--- config.mk ---
export PLATFORM = sky130hd
export DESIGN_NAME = lsu_ctrl_flat
export DESIGN_NICKNAME = d
export VERILOG_FILES = /design/src/rtl/lsu_ctrl_if.sv /design/src/rtl/lsu_ctrl.sv /design/src/flat_wrapper.sv
export SDC_FILE = /design/constraint.sdc
export NUM_CORES = 1
export LEC_CHECK = 0
export BUFFER_PORTS_ARGS = -buffer_cell sky130_fd_sc_hd__clkbuf_2
export CORE_ASPECT_RATIO = 2
export CORE_MARGIN = 2
export CORE_UTILIZATION = 40
export DETAILED_ROUTE_END_ITERATION = 6
export PLACE_DENSITY = 0.72
export SYNTH_ARGS = -nofsm -noshare
export SYNTH_HDL_FRONTEND = slang
export SYNTH_SLANG_ARGS = --single-unit
--- constraint.sdc ---
create_clock -name clk -period 2.3 [get_ports clk]
set_input_delay 0.46 -clock clk [delete_from_list [all_inputs] [get_ports clk]]
set_output_delay 0.46 -clock clk [all_outputs]
set_load 0.02 [all_outputs]
--- src/rtl/lsu_ctrl_if.sv ---
// Pipeline request/response and data-memory access bundle for lsu_ctrl.
// slave = the load/store unit, master = pipeline plus data memory.
interface lsu_ctrl_if #(
  parameter int ADDR_W = 10
);
  logic              req_valid;
  logic              req_ready;
  logic              req_wr;
  logic [1:0]        req_size;
  logic              req_unsigned;
  logic [31:0]       req_addr;
  logic [31:0]       req_wdata;
  logic              rsp_valid;
  logic              rsp_ready;
  logic [31:0]       rsp_rdata;
  logic              rsp_err;
  logic [ADDR_W-1:0] dm_addr;
  logic [2:0]        dm_re;
  logic [1:0]        dm_wr;
  logic [31:0]       dm_wdata;
  logic [31:0]       dm_rdata;

  modport slave (
    input  req_valid, req_wr, req_size, req_unsigned, req_addr, req_wdata,
    input  rsp_ready, dm_rdata,
    output req_ready, rsp_valid, rsp_rdata, rsp_err,
    output dm_addr, dm_re, dm_wr, dm_wdata
  );

  modport master (
    output req_valid, req_wr, req_size, req_unsigned, req_addr, req_wdata,
    output rsp_ready, dm_rdata,
    input  req_ready, rsp_valid, rsp_rdata, rsp_err,
    input  dm_addr, dm_re, dm_wr, dm_wdata
  );
endinterface

--- src/rtl/lsu_ctrl.sv ---
// Single-outstanding load/store initiator: 1 access cycle, response held until rsp_ready.
// Legal op: accept->rsp 1 edge later; illegal op: rsp at the accept edge; req_ready only in IDLE.
`ifndef LSU_DM_CODES
`define LSU_DM_CODES
`define DMRE_NOP 3'd0
`define DMRE_LB  3'd1
`define DMRE_LBU 3'd2
`define DMRE_LH  3'd3
`define DMRE_LHU 3'd4
`define DMRE_LW  3'd5
`define DMWR_NOP 2'd0
`define DMWR_SB  2'd1
`define DMWR_SH  2'd2
`define DMWR_SW  2'd3
`endif

module lsu_ctrl #(
  parameter int ADDR_W = 10,
  parameter int CNT_W  = 16
) (
  input  logic             clk,
  input  logic             rstn,
  lsu_ctrl_if.slave        bus,
  output logic [CNT_W-1:0] cnt_load,
  output logic [CNT_W-1:0] cnt_store,
  output logic [CNT_W-1:0] cnt_err
);

  typedef enum logic [1:0] {IDLE, ACCESS, RESP} state_t;

  state_t            state, nstate;
  logic              wr_r;
  logic [1:0]        size_r;
  logic              uns_r;
  logic [ADDR_W-1:0] addr_r;
  logic [31:0]       wdata_r;
  logic [31:0]       rdata_r;
  logic              err_r;
  logic              accept;
  logic              illegal;
  logic [ADDR_W:0]   span;
  logic [ADDR_W:0]   last_byte;

  function automatic logic [CNT_W-1:0] sat_inc(input logic [CNT_W-1:0] v);
    return (v == '1) ? v : v + CNT_W'(1);
  endfunction

  assign accept = bus.req_valid && bus.req_ready;

  // The extra top bit of last_byte catches an access running past the top of memory.
  always_comb begin
    span = '0;
    case (bus.req_size)
      2'd1:    span = (ADDR_W+1)'(1);
      2'd2:    span = (ADDR_W+1)'(3);
      default: span = '0;
    endcase
    last_byte = {1'b0, bus.req_addr[ADDR_W-1:0]} + span;
    illegal = (bus.req_size == 2'd3)
           || (bus.req_size == 2'd1 && bus.req_addr[0])
           || (bus.req_size == 2'd2 && bus.req_addr[1:0] != 2'b00)
           || (bus.req_addr[31:ADDR_W] != '0)
           || last_byte[ADDR_W];
  end

  always_ff @(posedge clk) begin
    if (!rstn) state <= IDLE;
    else       state <= nstate;
  end

  always_comb begin
    nstate = state;
    case (state)
      IDLE:    if (accept) nstate = illegal ? RESP : ACCESS;
      ACCESS:  nstate = RESP;
      RESP:    if (bus.rsp_ready) nstate = IDLE;
      default: nstate = IDLE;
    endcase
  end

  // Strobes are gated by rstn so a reset landing in ACCESS cannot commit a write.
  always_comb begin
    bus.req_ready = (state == IDLE);
    bus.rsp_valid = (state == RESP);
    bus.dm_re     = `DMRE_NOP;
    bus.dm_wr     = `DMWR_NOP;
    if (state == ACCESS && rstn) begin
      if (wr_r) begin
        case (size_r)
          2'd0:    bus.dm_wr = `DMWR_SB;
          2'd1:    bus.dm_wr = `DMWR_SH;
          default: bus.dm_wr = `DMWR_SW;
        endcase
      end else begin
        case (size_r)
          2'd0:    bus.dm_re = uns_r ? `DMRE_LBU : `DMRE_LB;
          2'd1:    bus.dm_re = uns_r ? `DMRE_LHU : `DMRE_LH;
          default: bus.dm_re = `DMRE_LW;
        endcase
      end
    end
  end

  always_ff @(posedge clk) begin
    if (!rstn) begin
      wr_r      <= 1'b0;
      size_r    <= 2'd0;
      uns_r     <= 1'b0;
      addr_r    <= '0;
      wdata_r   <= '0;
      rdata_r   <= '0;
      err_r     <= 1'b0;
      cnt_load  <= '0;
      cnt_store <= '0;
      cnt_err   <= '0;
    end else begin
      if (state == IDLE && accept) begin
        if (illegal) begin
          err_r   <= 1'b1;
          rdata_r <= '0;
          cnt_err <= sat_inc(cnt_err);
        end else begin
          wr_r    <= bus.req_wr;
          size_r  <= bus.req_size;
          uns_r   <= bus.req_unsigned;
          addr_r  <= bus.req_addr[ADDR_W-1:0];
          wdata_r <= bus.req_wdata;
        end
      end
      if (state == ACCESS) begin
        rdata_r <= wr_r ? 32'd0 : bus.dm_rdata;
        err_r   <= 1'b0;
        if (wr_r) cnt_store <= sat_inc(cnt_store);
        else      cnt_load  <= sat_inc(cnt_load);
      end
    end
  end

  assign bus.dm_addr   = addr_r;
  assign bus.dm_wdata  = wdata_r;
  assign bus.rsp_rdata = rdata_r;
  assign bus.rsp_err   = err_r;

endmodule

--- src/flat_wrapper.sv ---
// flat-port wrapper written by rule: the top's interface ports become plain ports
module lsu_ctrl_flat 
#(
  parameter int ADDR_W = 10,
  parameter int CNT_W  = 16
)
  (clk, rstn, cnt_load, cnt_store, cnt_err, bus_req_valid, bus_req_wr, bus_req_size, bus_req_unsigned, bus_req_addr, bus_req_wdata, bus_rsp_ready, bus_dm_rdata, bus_req_ready, bus_rsp_valid, bus_rsp_rdata, bus_rsp_err, bus_dm_addr, bus_dm_re, bus_dm_wr, bus_dm_wdata);
  lsu_ctrl_if #(.ADDR_W(ADDR_W)) bus_i ();
  input  logic clk;
  input  logic rstn;
  output logic [CNT_W-1:0] cnt_load;
  output logic [CNT_W-1:0] cnt_store;
  output logic [CNT_W-1:0] cnt_err;
  input wire logic [$bits(bus_i.req_valid)-1:0] bus_req_valid;
  input wire logic [$bits(bus_i.req_wr)-1:0] bus_req_wr;
  input wire logic [$bits(bus_i.req_size)-1:0] bus_req_size;
  input wire logic [$bits(bus_i.req_unsigned)-1:0] bus_req_unsigned;
  input wire logic [$bits(bus_i.req_addr)-1:0] bus_req_addr;
  input wire logic [$bits(bus_i.req_wdata)-1:0] bus_req_wdata;
  input wire logic [$bits(bus_i.rsp_ready)-1:0] bus_rsp_ready;
  input wire logic [$bits(bus_i.dm_rdata)-1:0] bus_dm_rdata;
  output wire logic [$bits(bus_i.req_ready)-1:0] bus_req_ready;
  output wire logic [$bits(bus_i.rsp_valid)-1:0] bus_rsp_valid;
  output wire logic [$bits(bus_i.rsp_rdata)-1:0] bus_rsp_rdata;
  output wire logic [$bits(bus_i.rsp_err)-1:0] bus_rsp_err;
  output wire logic [$bits(bus_i.dm_addr)-1:0] bus_dm_addr;
  output wire logic [$bits(bus_i.dm_re)-1:0] bus_dm_re;
  output wire logic [$bits(bus_i.dm_wr)-1:0] bus_dm_wr;
  output wire logic [$bits(bus_i.dm_wdata)-1:0] bus_dm_wdata;
  assign bus_i.req_valid = bus_req_valid;
  assign bus_i.req_wr = bus_req_wr;
  assign bus_i.req_size = bus_req_size;
  assign bus_i.req_unsigned = bus_req_unsigned;
  assign bus_i.req_addr = bus_req_addr;
  assign bus_i.req_wdata = bus_req_wdata;
  assign bus_i.rsp_ready = bus_rsp_ready;
  assign bus_i.dm_rdata = bus_dm_rdata;
  assign bus_req_ready = bus_i.req_ready;
  assign bus_rsp_valid = bus_i.rsp_valid;
  assign bus_rsp_rdata = bus_i.rsp_rdata;
  assign bus_rsp_err = bus_i.rsp_err;
  assign bus_dm_addr = bus_i.dm_addr;
  assign bus_dm_re = bus_i.dm_re;
  assign bus_dm_wr = bus_i.dm_wr;
  assign bus_dm_wdata = bus_i.dm_wdata;
  lsu_ctrl #(.ADDR_W(ADDR_W), .CNT_W(CNT_W)) u_core (.clk(clk), .rstn(rstn), .bus(bus_i), .cnt_load(cnt_load), .cnt_store(cnt_store), .cnt_err(cnt_err));
endmodule
# ---- After elaboration in Yosys (flattened, before gate mapping)
# Cells that the tools add are included.
dict set report classes {
  n_eq_ne 11
  reduce_logical 23
  n_bitwise 6
  mux 17
  add_sub_neg 4
}
# op n
set op_table {}
lappend op_table {{$mux W32} 4}
lappend op_table {{$add A16 B1 Y16 const B} 3}
lappend op_table {{$eq A16 B16 Y1 const B} 3}
lappend op_table {{$reduce_bool A22 Y1} 1}
lappend op_table {{$mux W2} 6}
lappend op_table {{$add A10 B2 Y11} 1}
lappend op_table {{$mux W3} 3}
lappend op_table {{$reduce_and A3 Y1} 3}
lappend op_table {{$pmux W2 S2} 2}
lappend op_table {{$reduce_and A2 Y1} 4}
lappend op_table {{$eq A2 B1 Y1 const B} 3}
lappend op_table {{$eq A2 B2 Y1 const B} 3}
lappend op_table {{$not A1 Y1} 6}
lappend op_table {{$pmux W2 S3} 1}
lappend op_table {{$pmux W3 S2} 1}
lappend op_table {{$reduce_bool A2 Y1} 3}
lappend op_table {{$logic_and A1 B1 Y1} 5}
lappend op_table {{$logic_not A2 Y1} 2}
lappend op_table {{$logic_or A1 B1 Y1} 4}
lappend op_table {{$ne A2 B2 Y1 const B} 2}
lappend op_table {{$reduce_or A2 Y1} 1}
dict set report word_totals {
  elab_cells 72
  in_bits 104
  regBits 129
}

# ---- Depth between registers and ports, before layout
# Gate-level depths: netlist of run 1.
dict set report depth {
  ltp_word 9
  depth_mapped 10
  depth_no_buf 8
}

# ---- Least setup slack after synthesis of run 1
# Ideal clock, no wire load.
dict set report synth_path {
  path_kind {input -> register}
  startpoint {input bus_req_size[0]}
  endpoint {register u_core.cnt_err[12]}
  t_arrival_ps 2164
  slack_ps 66
  stages 9
  path_buffers 1
  cell_sequence {inv_1 > ha_1 > ha_1 > nand3b_1 > a211oi_2 > nor3_2 > buf_6 > or4_1 > a21oi_1}
}
dict set report synth_between {
  elab_chain_cells 7
  word_cells_on_any_way 12
  cone_classes {add/sub (1); eq/ne (3); mux (1); reduce/logical (7)}
}
# element line_no
set synth_lines {}
lappend synth_lines {{from (decl)} flat_wrapper.sv:16} ;# input wire logic [$bits(bus_i.req_size)-1:0] bus_req_size;
lappend synth_lines {{branches (longest 5 deep; another with $add A10 B2 Y11)} -}
lappend synth_lines {{$logic_or A1 B1 Y1 *} lsu_ctrl.sv:63} ;# || last_byte[ADDR_W];
lappend synth_lines {{$reduce_and A3 Y1 (no line) *} -}
lappend synth_lines {{to (signal assigned)} lsu_ctrl.sv:121} ;# cnt_err <= sat_inc(cnt_err);
lappend synth_lines {{to (decl)} lsu_ctrl.sv:26} ;# output logic [CNT_W-1:0] cnt_err
# Every way passes the cells marked *.
# A chain may end at the register's enable or synchronous reset.

# ---- Worst setup path in the final report of run 1
dict set report layout_path {
  startpoint {register u_core.state[0]}
  endpoint {output bus_dm_re[1]}
}
dict set report layout_between {
  elab_chain_cells 3
}
# element line_no
set layout_lines {}
lappend layout_lines {{from (decl)} lsu_ctrl.sv:31} ;# state_t state, nstate;
lappend layout_lines {{from (signal assigned)} lsu_ctrl.sv:68} ;# else state <= nstate;
lappend layout_lines {{$eq A2 B1 Y1} lsu_ctrl.sv:87} ;# if (state == ACCESS && rstn) begin
lappend layout_lines {{$logic_and A1 B1 Y1} lsu_ctrl.sv:87}
lappend layout_lines {{$mux W3} lsu_ctrl.sv:87}
lappend layout_lines {{to (decl)} flat_wrapper.sv:27} ;# output wire logic [$bits(bus_i.dm_re)-1:0] bus_dm_re;
# No other way between the ends.

==> results of run 1 <==
sequential cells by signal, indices dropped and copies added, names as in the netlist:
signal / flops
u_core.bus.dm_wdata: 32
u_core.bus.rsp_rdata: 32
u_core.cnt_err: 16
u_core.cnt_load: 16
u_core.cnt_store: 16
u_core.bus.dm_addr: 10
u_core.size_r: 2
u_core.state: 2
u_core.bus.rsp_err: 1
u_core.uns_r: 1
u_core.wr_r: 1
cells in the mapped netlist (12+ instances only):
master	instances	share of area
a21oi_1	19	0.017
a32o_1	32	0.058
clkbuf_1	22	0.015
dfxtp_1	129	0.47
nand2_1	68	0.047
nand3_1	65	0.059
nand4_1	22	0.025
nor2_1	38	0.026
nor3_1	13	0.012
nor4_1	12	0.014
o21ai_0	16	0.015
o21ai_1	42	0.038
xnor2_1	23	0.037
per-stage QoR:
step / utilization / TNS, ns / total power [mW] / std cells
finish: 0.558 / 0 / 5.12 / 1012
global route: 0.558 / 0 / 5.29 / 1012
CTS: 0.558 / 0 / 5.17 / 1012
detailed placement: 0.514 / -6.08 / 2.53 / 980
global placement: 0.514 / -4.90 / 2.52 / 980
floorplan: - / 0 / 2.39 / 611
critical path, delay by kind of cell (launching register included):
kind                   cells  cell delay, ns
buffers and inverters      1            0.21
flip-flops                 1            0.52
AND/OR/NAND/NOR            3            0.58
power by group:
part	switching, mW	internal (mW)
clock network	1.09	1.55
logic	0.127	0.101
registers	0.00849	2.24
final timing paths:
check                           cells after the start  slack (ns)                              endpoint                                  from
worst min register to register                      2        0.45  u_core.bus.dm_wdata[20]$_SDFFE_PN0P_  u_core.bus.dm_wdata[20]$_SDFFE_PN0P_
worst max register to register                      5        0.38        u_core.cnt_err[4]$_SDFFE_PN0P_        u_core.cnt_err[3]$_SDFFE_PN0P_
worst max-delay path                                4        0.13                          bus_dm_re[1]          u_core.state[0]$_SDFFE_PN0P_
worst min-delay path                                2        0.25  u_core.bus.rsp_rdata[1]$_SDFFE_PN0P_                       bus_dm_rdata[1]
cell type report:
cell class              count  area, um2  area share
inverters                   9       33.8     0.00451
multi-input cells         431       2650       0.353
well taps                 155        194      0.0259
clock buffers              18        439      0.0586
flip-flops and latches    129       2580       0.345
clock inverters            14        143      0.0190
repair buffers            256       1450       0.194
layer usage:
metal / track usage / up-vias
met5: 0 / -
li1: - / 2691
met1: 0.226 / 2551
met4: 0.0904 / 0
met2: 0.374 / 188
met3: 0.0501 / 31
kinds of logic (layout without fill, tap and decap cells):
logic type / after synthesis / count (layout)
adders and majority gates: 7 / 7
xor gates and xnor gates: 28 / 28
AOI/OAI and AO/OA: 120 / 120
buffers and inverters: 51 / 297
DFF: 129 / 129
muxes: 4 / 4
and+or+nand+nor: 272 / 272
==> impl_metrics.py, run 1 <==
metrics = {
    "clocking": {
        "tritoncts": "done",
        "numCtsBuffers": 17,
        "cts.clk_slew.worst_paths_ns": 0.07,
        "clock_path_buffers": 2,
        "cts_hold_buf": 0,
        "cts_setup_buffers": 0,
        "clkLatencyLatePin_ns": 0.42,
        "cts_sinks": 129,
        "htreeDepth": 4,
        "cts_resized": 0,
        "cts_root_buf": "clkbuf_16",
    },
    "power_and_ir_drop": {
        "cellLeakagePower_nw": 3.18,
        "vdd_drop_max_mv": 0.478,
        "powerDensity_mw_per_mm2": 683,
    },
    "logic_synthesis": {
        "yosys.cell_types.count": 53,
        "ys.flop_type": "dfxtp_1",
        "synth_compound_area_frac": 0.146,
        "netlist_instances": 611,
        "synth.area.mux_share": 0.00730,
        "synth_seq_cells": 129,
        "synth_top_family_by_area": "simple AND/OR/NAND/NOR gates",
        "synth-adder-area-share": 0.0160,
        "synthArstFlopShare": 0,
        "synth-simple-area-share": 0.268,
        "synth-seq-area-share": 0.471,
        "ys_warn_count": 0,
        "synth_xor_area_frac": 0.0447,
        "synth_area_per_cell_um2": 8.98,
        "synth_area_mm2": 0.00548,
        "syn_nets": 722,
        "synth_edf_count": 0,
    },
    "hold_path": {
        "hp-class": "input pin to register",
    },
    "final_layout": {
        "syn_to_final_growth_pct": 36.7,
        "layout-drive-gt1-share": 0.352,
        "final_cell_mix": "clkbuf_2, dfxtp_1, nand2_1, nand3_1, o21ai_1",
        "antenna_cells": 0,
        "stdcell_area_mm2": 0.00749,
        "nets": 955,
        "layout_commonest_cell": "clkbuf_2",
        "nFillCells": 1269,
    },
    "route": {
        "post_drt_wl_per_cell_um": 15.2,
        "wl_met2_um": 8330,
        "postRouteAntennaNets": 0,
        "drc": 0,
        "firstDrtPassIters": 4,
        "dr.max_layer_used": "met4",
        "vias": 5461,
        "wl_um": 15400,
        "met1_length_um": 5880,
        "vias_per_cell": 5.40,
        "wl_met3_um": 776,
        "drt_iter0_drc": 173,
    },
    "sta": {
        "hold_viol": 0,
        "clock_skew_ns": 0.0144,
        "holdWs_ns": 0.248,
        "fmax_mhz": 460,
        "worst_pin_slew_ns": 0.542,
        "rsz0062_at_grt": "no",
        "relSlewSlack": 0.636,
        "min_period_ns": 2.17,
        "finalSetupViolations": 0,
        "setup_slack_ns": 0.128,
        "slew_viol_final": 0,
        "period_share": 0.944,
    },
    "critical_path": {
        "end_kind": "output pin",
        "cp.arrival_ns": 1.71,
        "critPathSlowestCell": "dfxtp_1",
        "startpoint_type": "register",
        "cp.required_ns": 1.84,
        "crit_fanout": 8,
        "crit_type": "register to output pin",
        "crit_path_max_incr_delay_ns": 0.52,
        "cp_cell_sequence": "nor3b_4, nand2_1, nor3_1, clkbuf_2",
    },
    "run": {
        "max-cap-violations": 0,
    },
    "global_routing": {
        "grt_antenna_before_repair": 0,
        "gr-total-overflow": 0,
        "grt_max_degree": 120,
        "grt_pass1_vias": 5244,
        "grtUsageTotal": 0.208,
        "grt_pass1_wl_um": 24700,
    },
    "floorplanning": {
        "die_h_um": 170,
        "io_pins": 234,
        "coreArea_mm2": 0.0134,
        "die_x_um": 86.8,
        "rows": 60,
        "dieArea_mm2": 0.0147,
        "start_util": 0.408,
    },
    "placed_design": {
        "numPortBuffers": 233,
        "hpwl_um": 11300,
        "pre_cts_ws_ns": -0.201,
        "placed_area_mm2": 0.00691,
        "gp_congestion": 0.805,
    },
    "run_status": {
        "outcome": "finished clean",
    },
}
Note: power is estimated with default switching activity, not from simulation.
==> run 2: changes to the inputs <==
--- a/config.mk
+++ b/config.mk
@@ -6,7 +6,7 @@
 export NUM_CORES = 1
 export LEC_CHECK = 0
 export BUFFER_PORTS_ARGS = -buffer_cell sky130_fd_sc_hd__clkbuf_2
-export CORE_ASPECT_RATIO = 2
+export CORE_ASPECT_RATIO = 1.25
 export CORE_MARGIN = 2
 export CORE_UTILIZATION = 40
 export DETAILED_ROUTE_END_ITERATION = 6
==> impl_metrics.py, run 2 (same netlist as run 1, synthesis figures left out) <==
metrics = {
    "run_status": {
        "outcome": "finished clean",
    },
    "critical_path": {
        "cp_cell_sequence": "nor3b_4, nand2_1, nor3_1, clkbuf_2",
        "cp.arrival_ns": 1.70,
        "worstSetupStartpoint": "u_core.state[0]$_SDFFE_PN0P_",
        "crit_type": "register to output pin",
        "crit_path_max_incr_delay_ns": 0.52,
        "end_kind": "output pin",
        "cp.required_ns": 1.84,
        "critPathSlowestCell": "dfxtp_1",
        "timing.rr.start": "u_core.cnt_err[4]$_SDFFE_PN0P_",
        "crit_family": "simple AND/OR/NAND/NOR gates",
        "crit_fanout": 8,
        "startpoint_type": "register",
        "cp_num_buf_inv": 1,
    },
    "placed_design": {
        "gp_congestion": 0.843,
        "placed_area_mm2": 0.00693,
        "numPortBuffers": 233,
        "hpwl_um": 11400,
    },
    "clocking": {
        "cts_sinks": 129,
        "cts_setup_buffers": 0,
        "cts_root_buf": "clkbuf_16",
        "clock_path_buffers": 2,
        "numCtsBuffers": 17,
        "cts_hold_buf": 0,
        "cts_resized": 0,
        "tritoncts": "done",
        "htreeDepth": 4,
        "clkLatencyLatePin_ns": 0.42,
        "cts.clk_slew.worst_paths_ns": 0.06,
    },
    "global_routing": {
        "grt_pass1_vias": 4922,
        "gr-total-overflow": 0,
        "grt_antenna_before_repair": 0,
        "grtUsageTotal": 0.206,
        "grt_max_degree": 60,
        "grt_pass1_wl_um": 23800,
    },
    "floorplanning": {
        "start_util": 0.411,
        "die_x_um": 109,
        "die_h_um": 135,
        "rows": 47,
        "coreArea_mm2": 0.0133,
        "io_pins": 234,
        "dieArea_mm2": 0.0147,
    },
    "final_layout": {
        "final_cell_mix": "clkbuf_2, dfxtp_1, nand2_1, nand3_1, o21ai_1",
        "final_util": 0.565,
        "layout_commonest_cell": "clkbuf_2",
        "stdcell_area_mm2": 0.00754,
        "nets": 963,
        "layout-drive-gt1-share": 0.357,
        "syn_to_final_growth_pct": 37.5,
        "antenna_cells": 0,
    },
    "power_and_ir_drop": {
        "switchingPower_mw": 1.19,
        "vdd_drop_max_mv": 0.530,
        "combPwrFrac": 0.044,
        "cellLeakagePower_nw": 3.21,
        "seqPwrFrac": 0.428,
        "powerDensity_mw_per_mm2": 697,
        "p_total_mw": 5.26,
        "p_int_mw": 4.07,
        "swShare": 0.227,
        "clockPowerShare": 0.528,
    },
    "route": {
        "drt_iter0_drc": 328,
        "firstDrtPassIters": 5,
        "vias_per_cell": 5.22,
        "vias": 5413,
        "postRouteAntennaNets": 0,
        "post_drt_wl_per_cell_um": 14.9,
        "wl_um": 15400,
        "drc": 0,
    },
    "sta": {
        "period_share": 0.938,
        "holdWs_ns": 0.249,
        "slew_viol_final": 0,
        "relSlewSlack": 0.630,
        "worst_pin_slew_ns": 0.554,
        "min_period_ns": 2.16,
        "rsz0062_at_grt": "no",
        "finalSetupViolations": 0,
        "fmax_mhz": 464,
        "clock_skew_ns": 0.00537,
        "setup_tns_ns": 0,
        "hold_viol": 0,
    },
    "run": {
        "max-cap-violations": 0,
    },
    "hold_path": {
        "hp-class": "input pin to register",
        "hp-start": "bus_dm_rdata[23]",
    },
}
run 2: worst reg2reg max path: stages (launching register included):
cell and delay [ns]:
dfxtp_1 0.42, nand4_1 0.22, or4_1 0.70, nand2_2 0.23, nor3_1 0.09, mux2i_1 0.12
run 2: power groups by stage:
stage               sequential [mW]  combinational (mW)  clock [mW]
floorplan                      2.30              0.0921           0
global placement               2.30               0.231           0
detailed placement             2.30               0.232           0
CTS                            2.25               0.234        2.83
global route                   2.25               0.256        2.92
finish                         2.25               0.233        2.78
run 2: path summary, 6_finish.rpt:
check                                           to  slack [ns]  cells after the start
max                                   bus_dm_re[1]        0.14                      4
min reg2reg   u_core.bus.dm_wdata[28]$_SDFFE_PN0P_        0.45                      2
max reg2reg        u_core.cnt_err[13]$_SDFFE_PN0P_        0.41                      5
min          u_core.bus.rsp_rdata[23]$_SDFFE_PN0P_        0.25                      2
run 2: cell type report:
type	instances	area (um2)
clock buffer	18	429
clock inverter	14	181
fill	1238	5810
inverter	9	33.8
multi-input combinational	431	2650
sequential	129	2580
tap	171	214
timing repair buffer	264	1450
run 2: metal layers:
metal,vias up,wire (um),global-route usage
met5,-,0,0
met4,0,424,0.0926
met1,2500,6140,0.228
met3,29,1080,0.0681
met2,173,7760,0.356
li1,2711,-,-
run 2: through the flow:
stage,cells,setup WS [ns]
5_1_grt,1036,0.0105
4_1_cts,1036,0.110
3_3_place_gp,1004,-0.153
2_1_floorplan,611,0.0661
3_5_place_dp,1004,-0.156
6_report,1036,0.143
